[src/rtl/srl_fifo_ctrl_if.sv]
// ap_fifo handshake bundle between producer/consumer and srl_fifo_ctrl.
// master = producer/consumer side, slave = FIFO controller.
interface srl_fifo_ctrl_if #(
  parameter int DATA_WIDTH = 1
);
  logic                  if_write_ce;
  logic                  if_write;
  logic [DATA_WIDTH-1:0] if_din;
  logic                  if_full_n;
  logic                  if_almost_full_n;
  logic                  if_read_ce;
  logic                  if_read;
  logic [DATA_WIDTH-1:0] if_dout;
  logic                  if_empty_n;

  modport master (
    output if_write_ce, if_write, if_din, if_read_ce, if_read,
    input  if_full_n, if_almost_full_n, if_dout, if_empty_n
  );

  modport slave (
    input  if_write_ce, if_write, if_din, if_read_ce, if_read,
    output if_full_n, if_almost_full_n, if_dout, if_empty_n
  );
endinterface

[src/rtl/srl_fifo_ctrl.sv]
// SRL-backed ap_fifo controller: owns the shift-register storage and its occupancy/flags.
// Optional registered output stage under `define SRL_FIFO_CTRL_OREG_EN (capacity DEPTH+1).
module srl_fifo_ctrl #(
  parameter int DATA_WIDTH   = 1,
  parameter int ADDR_WIDTH   = 1,
  parameter int DEPTH        = 2,
  parameter int AFULL_THRESH = DEPTH - 1
) (
  input  logic             ap_clk,
  input  logic             ap_rst_n,
  srl_fifo_ctrl_if.slave   fif
);
  localparam int CW = ADDR_WIDTH + 1;
  localparam logic [CW-1:0] DEPTH_C = CW'(DEPTH);
  localparam logic [CW-1:0] AF_C    = CW'(AFULL_THRESH);

  logic [CW-1:0]         cnt, cnt_next;
  logic                  full_n_q, afull_n_q;
  logic                  push, pop, srl_dec;
  logic                  srl_we;
  logic [ADDR_WIDTH-1:0] srl_addr;
  logic [DATA_WIDTH-1:0] srl_din, srl_dout;
  logic                  empty_n;

  // SRL storage: newest entry enters at 0, oldest sits at cnt-1; never reset
  logic [DATA_WIDTH-1:0] mem [DEPTH];

  always_ff @(posedge ap_clk) begin
    if (srl_we) begin
      mem[0] <= srl_din;
      for (int i = 1; i < DEPTH; i++) mem[i] <= mem[i-1];
    end
  end

  assign srl_dout = mem[srl_addr];
  assign srl_we   = push;
  assign srl_din  = fif.if_din;
  assign srl_addr = (cnt == '0) ? '0 : ADDR_WIDTH'(cnt - CW'(1));

  assign push = fif.if_write & fif.if_write_ce & full_n_q;
  assign pop  = fif.if_read  & fif.if_read_ce  & empty_n;

  always_comb begin
    cnt_next = cnt;
    case ({push, srl_dec})
      2'b10:   cnt_next = cnt + CW'(1);
      2'b01:   cnt_next = cnt - CW'(1);
      default: cnt_next = cnt;
    endcase
  end

  always_ff @(posedge ap_clk) begin
    if (!ap_rst_n) begin
      cnt       <= '0;
      full_n_q  <= 1'b1;
      afull_n_q <= 1'b1;
    end else begin
      cnt       <= cnt_next;
      full_n_q  <= (cnt_next != DEPTH_C);
      afull_n_q <= (cnt_next < AF_C);
    end
  end

  assign fif.if_full_n        = full_n_q;
  assign fif.if_almost_full_n = afull_n_q;

`ifdef SRL_FIFO_CTRL_OREG_EN
  logic                  vld_q;
  logic [DATA_WIDTH-1:0] dout_q;
  logic                  load;

  // Refill the output register whenever it is empty or being drained this cycle
  assign load    = (~vld_q | pop) & (cnt != '0);
  assign srl_dec = load;
  assign empty_n = vld_q;

  always_ff @(posedge ap_clk) begin
    if (!ap_rst_n) begin
      vld_q  <= 1'b0;
      dout_q <= '0;
    end else if (load) begin
      vld_q  <= 1'b1;
      dout_q <= srl_dout;
    end else if (pop) begin
      vld_q  <= 1'b0;
    end
  end

  assign fif.if_dout    = dout_q;
  assign fif.if_empty_n = vld_q;
`else
  logic empty_n_q;

  assign srl_dec = pop;
  assign empty_n = empty_n_q;

  always_ff @(posedge ap_clk) begin
    if (!ap_rst_n) empty_n_q <= 1'b0;
    else           empty_n_q <= (cnt_next != '0);
  end

  assign fif.if_dout    = srl_dout;
  assign fif.if_empty_n = empty_n_q;
`endif
endmodule
[src/flat_wrapper.sv]
// flat-port wrapper written by rule: the top's interface ports become plain ports
module srl_fifo_ctrl_flat 
#(
  parameter int DATA_WIDTH   = 1,
  parameter int ADDR_WIDTH   = 1,
  parameter int DEPTH        = 2,
  parameter int AFULL_THRESH = DEPTH - 1
)
  (ap_clk, ap_rst_n, fif_if_write_ce, fif_if_write, fif_if_din, fif_if_read_ce, fif_if_read, fif_if_full_n, fif_if_almost_full_n, fif_if_dout, fif_if_empty_n);
  srl_fifo_ctrl_if #(.DATA_WIDTH(DATA_WIDTH)) fif_i ();
  input  logic ap_clk;
  input  logic ap_rst_n;
  input wire logic [$bits(fif_i.if_write_ce)-1:0] fif_if_write_ce;
  input wire logic [$bits(fif_i.if_write)-1:0] fif_if_write;
  input wire logic [$bits(fif_i.if_din)-1:0] fif_if_din;
  input wire logic [$bits(fif_i.if_read_ce)-1:0] fif_if_read_ce;
  input wire logic [$bits(fif_i.if_read)-1:0] fif_if_read;
  output wire logic [$bits(fif_i.if_full_n)-1:0] fif_if_full_n;
  output wire logic [$bits(fif_i.if_almost_full_n)-1:0] fif_if_almost_full_n;
  output wire logic [$bits(fif_i.if_dout)-1:0] fif_if_dout;
  output wire logic [$bits(fif_i.if_empty_n)-1:0] fif_if_empty_n;
  assign fif_i.if_write_ce = fif_if_write_ce;
  assign fif_i.if_write = fif_if_write;
  assign fif_i.if_din = fif_if_din;
  assign fif_i.if_read_ce = fif_if_read_ce;
  assign fif_i.if_read = fif_if_read;
  assign fif_if_full_n = fif_i.if_full_n;
  assign fif_if_almost_full_n = fif_i.if_almost_full_n;
  assign fif_if_dout = fif_i.if_dout;
  assign fif_if_empty_n = fif_i.if_empty_n;
  srl_fifo_ctrl #(.DATA_WIDTH(DATA_WIDTH), .ADDR_WIDTH(ADDR_WIDTH), .DEPTH(DEPTH), .AFULL_THRESH(AFULL_THRESH)) u_core (.ap_clk(ap_clk), .ap_rst_n(ap_rst_n), .fif(fif_i));
endmodule
[config.mk]
export PLATFORM = sky130hd
export DESIGN_NAME = srl_fifo_ctrl_flat
export DESIGN_NICKNAME = d
export VERILOG_FILES = /design/src/rtl/srl_fifo_ctrl_if.sv /design/src/rtl/srl_fifo_ctrl.sv /design/src/flat_wrapper.sv
export SDC_FILE = /design/constraint.sdc
export NUM_CORES = 1
export LEC_CHECK = 0
export BUFFER_PORTS_ARGS = -buffer_cell sky130_fd_sc_hd__buf_4
export CORE_AREA = 3 3 40 42
export CTS_CLUSTER_DIAMETER = 30
export DETAILED_ROUTE_END_ITERATION = 7
export DIE_AREA = 0 0 43 45
export SLEW_MARGIN = 30
export SYNTH_ARGS = -nofsm -noshare
export SYNTH_HDL_FRONTEND = slang
export SYNTH_SLANG_ARGS = --single-unit
export TNS_END_PERCENT = 1
[constraint.sdc]
create_clock -name ap_clk -period 1.68 [get_ports ap_clk]
set_input_delay 0.168 -clock ap_clk [delete_from_list [all_inputs] [get_ports ap_clk]]
set_output_delay 0.168 -clock ap_clk [all_outputs]
set_load 0.03 [all_outputs]
==> impl.org <==
** Drt
- The routed design has 555 um of wire.
- Number of design-rule violations left by the first detailed-router iteration :: 1
- Average wire length per cell after detail routing :: 9.911 um
- For this run, design rule violations remaining after detail routing come to 0.
- Dividing the detail-routed via count by the number of cells gives 4.054.
- First-pass DRT Iterations :: 2
- Routed via count :: 227
- Residual antenna-violating net count after detailed routing :: 0

** Floorplan
- Number of placement rows :: 13
- The initial utilization of the core area, before any placement, comes to 0.2425.
- Measured along the y axis, the die boundary spans 45 um.
- Die Width :: 43 um
- The die covers 1935 um^2.
- During I/O placement, the number of pins put on the boundary was 11.
- Floorplan core area :: 1285 um^2

** Layout
- At the end of the flow, the number of nets in the layout was 52.
- Commonest cells after routing, fill and taps aside :: 11 x sky130_fd_sc_hd__buf_4, 5 x sky130_fd_sc_hd__dfxtp_1, 3 x sky130_fd_sc_hd__inv_1, 3 x sky130_fd_sc_hd__ha_1, 3 x sky130_fd_sc_hd__clkbuf_4
- In the final layout, the share of cells above drive strength 1 is 0.4146.
- Post-Layout Inst Area :: 439.2 um^2
- After filler insertion, the fill cell instance count of the layout stands at 141.
- Area added between synthesis and finish :: 40.96%
- Leaving out fill and tap cells, the most frequent cell in the layout is sky130_fd_sc_hd__buf_4.
- Antenna diode instance count :: 0

** Power and ir drop
- In this run the power spent charging and discharging nets is 117.3 uW.
- The design draws 449.9 uW.
- For this design the static power due to leakage is 0.0002123 uW.
- Power per standard cell area :: 1024 nW/um^2
- Comb power frac :: 0.235
- The worst-case IR drop observed on VDD is 0.0005538 V.
- Of the total power, the share spent switching nets is 0.2606.
- Internal power of the cells :: 332.6 uW
- Fraction of power consumed by the clock network :: 0.325
- The share of total power dissipated in sequential elements is 0.441.

** STA
- The total count of hold-check failures in the final report was 0.
- Setup repair after global routing missed its margin :: no
- The routed design could run at a clock period as short as 1.509 ns.
- Final setup skew :: 0.0002347 ns
- Setup violations remaining at the end of the flow were counted as 0.
- Post-route fraction of the period consumed by the critical path :: 0.8982
- Setup total negative slack on the finished layout was measured at 0 ns.
- Transition time at the pin with the least slew margin :: 0.3885 ns
- The worst pin sits at a relative slew slack of 0.7382.
- The number of pins exceeding their max-slew limit in the final report came to 0.
- For this run, the top clock speed supported by timing is 662.7 MHz.

** Synth
- The synthesized netlist contains 16 unique library cells.
- Sequential area share after synthesis :: 0.5141
- During synthesis, Yosys emitted a total of 0 warnings.
- The cell area that synthesis handed to floorplanning was 311.5 um^2.
- Total of flip-flops plus latches after synthesis :: 7
- Number of instances in the synthesized netlist :: 26
- The number of nets handed over by synthesis was 36.
- In this run the mean area of a mapped cell was 11.98 um^2.

** Critical path
- The worst setup path is launched from a flip-flop.
- For the worst setup path, the data arrival time is 1.65 ns.
- The setup path with the least slack is of type reg -> reg.
- STA classifies the critical path endpoint as a flip-flop.
- Worst-path maximum fanout :: 4
- Data on the critical path is required at its endpoint by 1.82 ns.

** CTS
- The later pin in the worst-skew pair is clocked with a latency of 0.24 ns.
- No sink is reached through more buffers than the 2 on the longest clock path.
- CTS sink count :: 7
- Hold buffers post-CTS :: 0
- Setup fix buffers added after clock tree synthesis :: 0
- TritonCTS built the clock tree.
- Cells resized by post-CTS repair :: 0
- Clock slew seen by the registers of the worst setup and hold paths :: 0.05 ns
- Clock tree synthesis selected as its root buffer the cell sky130_fd_sc_hd__clkbuf_4.
- Total CTS buffers :: 3
- Max H-tree Level :: 1

** Place
- Detailed placement finished with a half-perimeter wire length of 435.8 um.
- Count of port buffers added during placement :: 10
- Routability-driven placement finished with a final weighted congestion of 0.6522.
- After detailed placement, the total cell area comes to 412.9 um^2.

** Flow run
- Max-Cap Viols :: 0

** Global route
- Across every metal layer, demand over resource in global routing totals 0.07185.
- Antenna violations before repair :: 0
- The first global-routing pass estimated 952 um of wire.
- Entering global routing, the biggest net connects 5 pins.
- Overflow after GRT :: 0
- Number of global-route vias before repair :: 242

** Min path
- The path class of the tightest hold or removal check is in -> reg.

** Outcome
- Status :: finished, final reports clean
[layout make-up]
| class | instances | area (um^2) | share of cell area |
|---|---|---|---|
| Sequential cell | 7 | 160.2 | 0.3647 |
| Multi-Input combinational cell | 16 | 140.1 | 0.3191 |
| Timing Repair Buffer | 11 | 82.58 | 0.1880 |
| Clock buffer | 4 | 26.28 | 0.05983 |
| Tap cell | 15 | 18.77 | 0.04274 |
| Inverter | 3 | 11.26 | 0.02564 |
[power by group through the flow]
| stage | combinational [uW] | clock, uW | sequential (uW) |
|---|---|---|---|
| 3_5_place_dp | 106 | 0 | 201 |
| 4_1_cts | 107 | 157 | 198 |
| 6_report | 106 | 146 | 198 |
| 2_1_floorplan | 46.9 | 0 | 219 |
| 5_1_grt | 115 | 164 | 200 |
| 3_3_place_gp | 105 | 0 | 202 |
[logic make-up after synthesis]
group / share of synthesized area
simple gates: 0.1084
fa+ha+maj: 0.1205
buf+inv: 0.03614
mux: 0.08432
flops: 0.5141
compound gates: 0.1365
[worst paths after layout]
kind	startpoint	endpoint	slack, ns	cells after the start
setup / recovery	u_core.fif.if_empty_n$_SDFF_PN0_	u_core.fif.if_empty_n$_SDFF_PN0_	0.17	6
hold / removal	fif_if_din	u_core.mem[0]$_DFFE_PP_	0.10	1
setup reg to reg	u_core.fif.if_empty_n$_SDFF_PN0_	u_core.fif.if_empty_n$_SDFF_PN0_	0.17	6
hold reg to reg	u_core.mem[0]$_DFFE_PP_	u_core.mem[1]$_DFFE_PP_	0.47	0
[flip-flops by register name (all words and copies together) (netlist names)]
name / count
u_core.fif.if_empty_n: 1
u_core.cnt: 2
u_core.mem: 2
u_core.fif.if_full_n: 1
u_core.fif.if_almost_full_n: 1
[metal layers]
metal / GRT usage / wire (um) / up-vias
met1: 0.07056 / 261 / 96
met2: 0.1048 / 231 / 11
met4: 0.03614 / 0 / 0
li1: - / - / 120
met3: 0.06375 / 62 / 0
met5: 0 / 0 / -
[stage by stage]
| stage | instances | hold WS, ns | setup WS [ns] | util |
|---|---|---|---|---|
| after CTS | 56 | 0.09349 | 0.1591 | 0.3418 |
| after global routing | 56 | 0.08854 | 0.06860 | 0.3418 |
| after global placement | 52 | 0.3517 | 0.1687 | 0.3213 |
| after detailed placement | 52 | 0.3550 | 0.1723 | 0.3213 |
| final | 56 | 0.1034 | 0.1710 | 0.3418 |
| after floorplan | 26 | 0.2563 | 0.02255 | - |
[cells in the mapped netlist]
cell type / number / share of area
sky130_fd_sc_hd__dfxtp_1: 5 / 0.32
sky130_fd_sc_hd__ha_1: 3 / 0.12
sky130_fd_sc_hd__inv_1: 3 / 0.036
sky130_fd_sc_hd__edfxtp_1: 2 / 0.19
sky130_fd_sc_hd__nand2b_1: 2 / 0.040
sky130_fd_sc_hd__a21o_1: 1 / 0.024
sky130_fd_sc_hd__a21oi_1: 1 / 0.016
sky130_fd_sc_hd__and2_1: 1 / 0.020
sky130_fd_sc_hd__and3_1: 1 / 0.020
sky130_fd_sc_hd__mux2_2: 1 / 0.036
sky130_fd_sc_hd__mux2_4: 1 / 0.048
sky130_fd_sc_hd__nand2_1: 1 / 0.012
sky130_fd_sc_hd__nand3_1: 1 / 0.016
sky130_fd_sc_hd__o211a_4: 1 / 0.056
sky130_fd_sc_hd__o21ai_0: 1 / 0.016
sky130_fd_sc_hd__o21bai_1: 1 / 0.024
[critical path: stages (launching register included)]
cell and delay [ns]:
sky130_fd_sc_hd__dfxtp_1 0.33, sky130_fd_sc_hd__and3_1 0.18, sky130_fd_sc_hd__inv_1 0.05, sky130_fd_sc_hd__ha_1 0.18, sky130_fd_sc_hd__mux2_4 0.27, sky130_fd_sc_hd__o211a_4 0.24, sky130_fd_sc_hd__a21o_1 0.15
No activity file was read; power rests on OpenSTA's default activity.
